## src/rtl/ttc_trigger_tagger.sv

```systemverilog
//------------------------------------------------------------------------------
// ttc_trigger_tagger: tags each L1A with {trigger number, timestamp, fill type}
// and queues the tags in a first-word-fall-through FIFO for the readout.
// Revision: 1.0
//------------------------------------------------------------------------------
`default_nettype none

module ttc_trigger_tagger #(
  parameter int TS_WIDTH   = 44,
  parameter int TNUM_WIDTH = 24,
  parameter int FIFO_DEPTH = 16,
  parameter int OVF_WIDTH  = 16
) (
  input  logic                          clk,
  input  logic                          reset,
  input  logic                          i_trigger,
  input  logic [1:0]                    i_fill_type,
  input  logic                          i_reset_trig_num,
  input  logic                          i_reset_trig_timestamp,
  output logic                          o_tag_valid,
  input  logic                          i_tag_ready,
  output logic [TNUM_WIDTH-1:0]         o_tag_trig_num,
  output logic [TS_WIDTH-1:0]           o_tag_timestamp,
  output logic [1:0]                    o_tag_fill_type,
  output logic [$clog2(FIFO_DEPTH):0]   o_fifo_count,
  output logic [OVF_WIDTH-1:0]          o_overflow_count,
  output logic                          o_error_overflow
);

  localparam int c_addr_w = $clog2(FIFO_DEPTH);
  localparam int c_tag_w  = TNUM_WIDTH + TS_WIDTH + 2;
  localparam logic [c_addr_w:0] c_depth = (c_addr_w+1)'(FIFO_DEPTH);

  logic [TS_WIDTH-1:0]   r_ts;
  logic [TNUM_WIDTH-1:0] r_trig_num;
  logic [c_tag_w-1:0]    r_mem [FIFO_DEPTH];
  logic [c_addr_w-1:0]   r_wr_ptr;
  logic [c_addr_w-1:0]   r_rd_ptr;
  logic [c_addr_w:0]     r_count;
  logic [OVF_WIDTH-1:0]  r_ovf_count;
  logic                  r_error_ovf;

  logic [TS_WIDTH-1:0]   w_ts_eff;
  logic [TNUM_WIDTH-1:0] w_base;
  logic [TNUM_WIDTH-1:0] w_tag_num;
  logic                  w_full;
  logic                  w_pop;
  logic                  w_push;
  logic                  w_drop;
  logic [c_tag_w-1:0]    w_head;

  // Strobes zero their counter for the current cycle, so a coincident trigger sees 0.
  assign w_ts_eff  = i_reset_trig_timestamp ? '0 : r_ts;
  assign w_base    = i_reset_trig_num ? '0 : r_trig_num;
  assign w_tag_num = w_base + TNUM_WIDTH'(1);

  assign o_tag_valid = (r_count != '0);
  assign w_full      = (r_count == c_depth);
  assign w_pop       = o_tag_valid & i_tag_ready;
  // A pop frees the head slot in the same edge, so a full FIFO can still accept.
  assign w_push      = i_trigger & (~w_full | w_pop);
  assign w_drop      = i_trigger & w_full & ~w_pop;

  always_ff @(posedge clk) begin
    if (reset) begin
      r_ts        <= '0;
      r_trig_num  <= '0;
      r_wr_ptr    <= '0;
      r_rd_ptr    <= '0;
      r_count     <= '0;
      r_ovf_count <= '0;
      r_error_ovf <= 1'b0;
    end else begin
      r_ts       <= w_ts_eff + TS_WIDTH'(1);
      // Dropped triggers still consume a number so the readout sees the gap.
      r_trig_num <= i_trigger ? w_tag_num : w_base;
      if (w_push) r_wr_ptr <= r_wr_ptr + c_addr_w'(1);
      if (w_pop)  r_rd_ptr <= r_rd_ptr + c_addr_w'(1);
      case ({w_push, w_pop})
        2'b10:   r_count <= r_count + (c_addr_w+1)'(1);
        2'b01:   r_count <= r_count - (c_addr_w+1)'(1);
        default: r_count <= r_count;
      endcase
      if (w_drop) begin
        r_error_ovf <= 1'b1;
        if (r_ovf_count != '1) r_ovf_count <= r_ovf_count + OVF_WIDTH'(1);
      end
    end
  end

  always_ff @(posedge clk) begin
    if (w_push) r_mem[r_wr_ptr] <= {w_tag_num, w_ts_eff, i_fill_type};
  end

  assign w_head           = r_mem[r_rd_ptr];
  assign o_tag_trig_num   = w_head[c_tag_w-1 -: TNUM_WIDTH];
  assign o_tag_timestamp  = w_head[TS_WIDTH+1 -: TS_WIDTH];
  assign o_tag_fill_type  = w_head[1:0];
  assign o_fifo_count     = r_count;
  assign o_overflow_count = r_ovf_count;
  assign o_error_overflow = r_error_ovf;

endmodule

`default_nettype wire

```

## config.mk

```make
export PLATFORM = sky130hd
export DESIGN_NAME = ttc_trigger_tagger
export DESIGN_NICKNAME = d
export VERILOG_FILES = /design/src/rtl/ttc_trigger_tagger.sv
export SDC_FILE = /design/constraint.sdc
export NUM_CORES = 1
export LEC_CHECK = 0
export ABC_AREA = 1
export ABC_CLOCK_PERIOD_IN_PS = 5600
export CORE_MARGIN = 2
export CORE_UTILIZATION = 50
export CTS_CLUSTER_DIAMETER = 100
export CTS_CLUSTER_SIZE = 24
export DETAILED_ROUTE_END_ITERATION = 16
export PLACE_DENSITY_LB_ADDON = 0.08
export RECOVER_POWER = 25
export SETUP_SLACK_MARGIN = 0.4
export SLEW_MARGIN = 20
export SYNTH_ARGS = -nofsm -noshare
export SYNTH_HDL_FRONTEND = slang
export SYNTH_SLANG_ARGS = --single-unit
```

## constraint.sdc

```tcl
create_clock -name clk -period 5.6 [get_ports clk]
set_input_delay 1.12 -clock clk [delete_from_list [all_inputs] [get_ports clk]]
set_output_delay 1.12 -clock clk [all_outputs]
set_load 0.02 [all_outputs]
```

Word-level counts from Yosys, hierarchy flattened
Memories as Yosys holds them, arrays and structs flattened. A register that Yosys moved wholly into a read port is not among the register bits.
Cells that the tools add are included.
W data, S select, Z words.
Operators by class
  add/subtract/negate cells: 7
  equality and inequality tests: 4
  mux-type cells: 8
  bitwise operators: 7
  reductions and logical operators: 3
Operators by type and width (count)
  $mux W24: 2
  $add A44 B1 Y44 const B: 1
  $mux W44: 1
  $add A24 B1 Y24 const B: 1
  $add A16 B1 Y16 const B: 1
  $ne A16 B16 Y1 const B: 1
  $pmux W5 S2: 1
  $add A4 B1 Y4 const B: 2
  $mux W4: 2
  $add A5 B1 Y5 const B: 1
  $eq A5 B5 Y1 const B: 1
  $reduce_bool A5 Y1: 1
  $sub A5 B1 Y5 const B: 1
  $and A1 B1 Y1: 4
  $eq A2 B1 Y1 const B: 1
  $eq A2 B2 Y1 const B: 1
  $mux W1: 2
  $not A1 Y1: 2
  $reduce_and A2 Y1: 1
  $reduce_bool A2 Y1: 1
  $or A1 B1 Y1: 1
Storage, ports and cells
  register bits after elaboration: 98
  bits in writable memories: 1120
  input bits: 8
  output and inout bits: 93
  memories: 1
Memories
  r_mem: depth 16, bits a word 70, rd ports 1, clocked after Yosys merged registers in 1, wr ports 1, RTL line 36  | logic [c_tag_w-1:0] r_mem [FIFO_DEPTH];

Depth between registers and ports, before layout
  depth after elaboration: 6
  gate-level depth with buffers: 15

Least setup slack after synthesis
No wires, ideal clock.
  path type: input -> register
  start: input port i_tag_ready
  end: memory r_mem[11][0] (netlist name), enable pin
  library setup time: 0.499 ns
  data arrival time: 4.561 ns
  data required time: 5.101 ns
  slack: 0.540 ns
  cell stages on the path: 6
  path buffers: 0
  path through: nand2_1 nand2_1 nand2_1 inv_1 nand2_1 nor2_1
On the way
  cells in the longest elaborated chain, start to end: 5
RTL lines
  start: declaration: RTL line 21  | input logic i_tag_ready,
  $and A1 B1 Y1: RTL line 59  | assign w_pop = o_tag_valid & i_tag_ready;
  $or A1 B1 Y1: RTL line 61  | assign w_push = i_trigger & (~w_full | w_pop);
  $and A1 B1 Y1: RTL line 61
  $mux W1: RTL line 92  | if (w_push) r_mem[r_wr_ptr] <= {w_tag_num, w_ts_eff, i_fill_type};
  $mux W1 (implied by the code): RTL line 92
  end: declaration: RTL line 36
No other way between the ends.

==> metrics <==
outcome=complete, but fails checks; violated checks=max-capacitance violations, max-slew violations; die height=322 um; Power Density=~340 nW/um2; Startpoint Class=flop; syn_nets=3951; Net Sw Frac=0.276; Seq/Total Area, Yosys=0.707; Max-Cap Viols=3; Least-Margin Pin Slew=~2.0 ns; final slew viol count=103; Final TNS setup=0 ns; Via density=5.68; via count=30.1k; Crit Path Class=reg2out; DRT Pass-1 Iters=5; Peak Freq=0.221 GHz; I/O pins=101; width of the chip=322 um; commonest non-fill, non-tap cells in the layout=1120 x edfxtp_1, 439 x inv_1, 373 x o21ai_0, 360 x a21oi_1, 281 x o211ai_1; core area=between 100000 and 150000 um2; Hold Crit Class=reg2reg; Internal=0.0134 W; P_leak=18.6 nW; Slew HR=-0.359; Total Routing Usage GR=0.233; commonest non-fill, non-tap cell in the layout=edfxtp_1; CTS tree=yes; Num CTS Buffers=57; clock sinks=1222; die area=103000 um2; number of register bits inferred by synthesis=1222; drt first-iter violations=2839; Unique masters post-synth=39; Initial Util=0.505; Net Switching=0.00511 W; share of cells above drive strength 1=0.0499; Critical Path RT=4.48 ns; Data arrival, critical path=3.41 ns; average size of a mapped cell=12.8 um2; CTS clock-pin slew for the worst setup and hold paths=0.10 ns; grt ovf=0; YS warnings=0; clk buf depth=3; Post-Syn Instances=3933; Area Growth Syn to Fin=8.92%; I/O Buffers=100; FP Rows=116; number of global-route vias before repair=28.9k; WL final=121000 um; largest net degree at the start of global routing=137; wire per inst=22.8 um; Syn Std Cell Area=just over 50000 um2; hold buffer count at CTS=0; first-pass GRT wire length=182000 um; Final setup viols=0; clk_lat worst skew=approximately 0.70 ns; post-CTS sizing=0; worst-path maximum fanout=38; DRT antenna net count=0; Clock Power Share=0.260; worst hold slack=~0.47 ns; initial antenna violation count=5; RSZ-0062 raised after global routing=no; htree depth=2; Final Hold Fails=0; fin crit share=0.808; crit end category=output port; final net count=a little under 4k; CTS Root Buffer Type=clkbuf_16; maximum VDD drop=0.000261 V; Comb power frac=0.196; Seq pwr share=0.544; post-DP HPWL=62800 um; Routability Congestion=0.909; Setup Fix Bufs, Post-CTS=0; clk_skew=0.0270 ns; Post-route DRC=0; Tmin final=4.53 ns
per-stage QoR:
stage | utilization | setup WS [ns] | power [W] | std cells | cell area, um2
finish | 0.550 | 1.07 | 0.0185 | 5305 | 55000
global route | 0.550 | 0.806 | 0.0194 | 5304 | 55000
CTS | 0.551 | 1.01 | 0.0187 | 5303 | 55100
detailed placement | 0.533 | 1.01 | 0.0140 | 5195 | 53300
global placement | 0.533 | 1.16 | 0.0140 | 5195 | 53300
floorplan | - | 0.540 | 0.0127 | 3933 | 50500
worst paths after layout:
kind | from | endpoint | slack (ns) | cells after the start
hold / removal | r_ts[3] | r_ts[3] | 0.47 | 1
setup / recovery | flop | o_tag_timestamp[0] | 1.07 | 7
hold reg to reg | r_ts[3] | r_ts[3] | 0.47 | 1
setup reg to reg | o_fifo_count[3] | r_mem[3][52] | 2.61 | 9
state kept, by name (all words and copies together), names as in the netlist, named ones only:
register,cells
r_trig_num,24
o_fifo_count,5
o_overflow_count,16
o_error_overflow,1
r_rd_ptr,4
r_ts,44
r_mem,1120
r_wr_ptr,4
critical path, stage by stage, from the launching register on:
cell and delay [ns]:
dfxtp_4 0.76, buf_12 0.29, buf_4 0.35, mux2i_1 0.12
o211ai_1 0.17, o211ai_1 0.10, nand2_1 0.22, clkdlybuf4s50_1 0.65
per-layer routing:
layer / routed length, um / up-vias / GRT usage
met4: 2380 / 2 / 0.0535
met3: 6470 / 128 / 0.0277
met5: 10 / - / 0
met1: 54500 / 15000 / 0.333
met2: 57500 / 755 / 0.385
li1: - / 14300 / -
kinds of logic after synthesis:
group | synth area share
AO/OA/AOI/OAI | 0.116
AND/OR/NAND/NOR | 0.0638
adder cells (fa/ha/maj) | 0.00248
flip-flops | 0.707
XOR/XNOR | 0.00382
buffers and inverters | 0.0519
multiplexers | 0.0555
cell usage after synthesis:
master    instances  share of area
o211ai_1        281          0.042
o21ai_1           4        0.00040
nor2_1          163          0.012
nand3_2           1        0.00020
buf_2            42         0.0042
dfxtp_1         102          0.040
nor2_4           13         0.0029
buf_6             3        0.00067
o21ai_0         373          0.037
nor2_2           18         0.0022
clkbuf_1        150          0.011
inv_2             4        0.00030
a31o_2            1        0.00017
or2_0            11         0.0014
nand3_1         160          0.016
buf_1            20         0.0015
o21a_1            2        0.00030
a21oi_1         360          0.036
nor3_1           17         0.0017
nand2_1         278          0.021
xor2_1           14         0.0024
nor3b_1           2        0.00030
or2_1             2        0.00025
clkinv_2          1       0.000099
and3_1            2        0.00025
xnor2_1           8         0.0014
inv_1           439          0.033
nor3_2            5        0.00099
nand2_2           5        0.00062
or2_2             1        0.00012
mux2i_1         280          0.056
nand4_1          28         0.0035
nor3_4            1        0.00032
ha_1             10         0.0025
a211oi_1          1        0.00015
nor4_2            1        0.00025
nor4_1            1        0.00012
buf_4             9         0.0013
edfxtp_1       1120           0.67
power groups by stage:
stage          logic [W]  registers, W  clock network (W)
6_report         0.00364        0.0101            0.00482
5_1_grt          0.00400        0.0101            0.00525
4_1_cts          0.00369        0.0101            0.00494
3_5_place_dp     0.00368        0.0103                  0
3_3_place_gp     0.00366        0.0103                  0
2_1_floorplan    0.00243        0.0103                  0
cell type report:
| class | instances | area, um2 |
|---|---|---|
| Sequential cell | 1222 | 35700 |
| Multi-Input combinational cell | 2043 | 12200 |
| Fill cell | 8287 | 45000 |
| Timing Repair Buffer | 188 | 2010 |
| Tap cell | 1298 | 1620 |
| Antenna cell | 2 | 5.00 |
| Clock inverter | 3 | 33.8 |
| Inverter | 444 | 1680 |
| Clock buffer | 105 | 1680 |
Power figures use the tool's default switching activity.
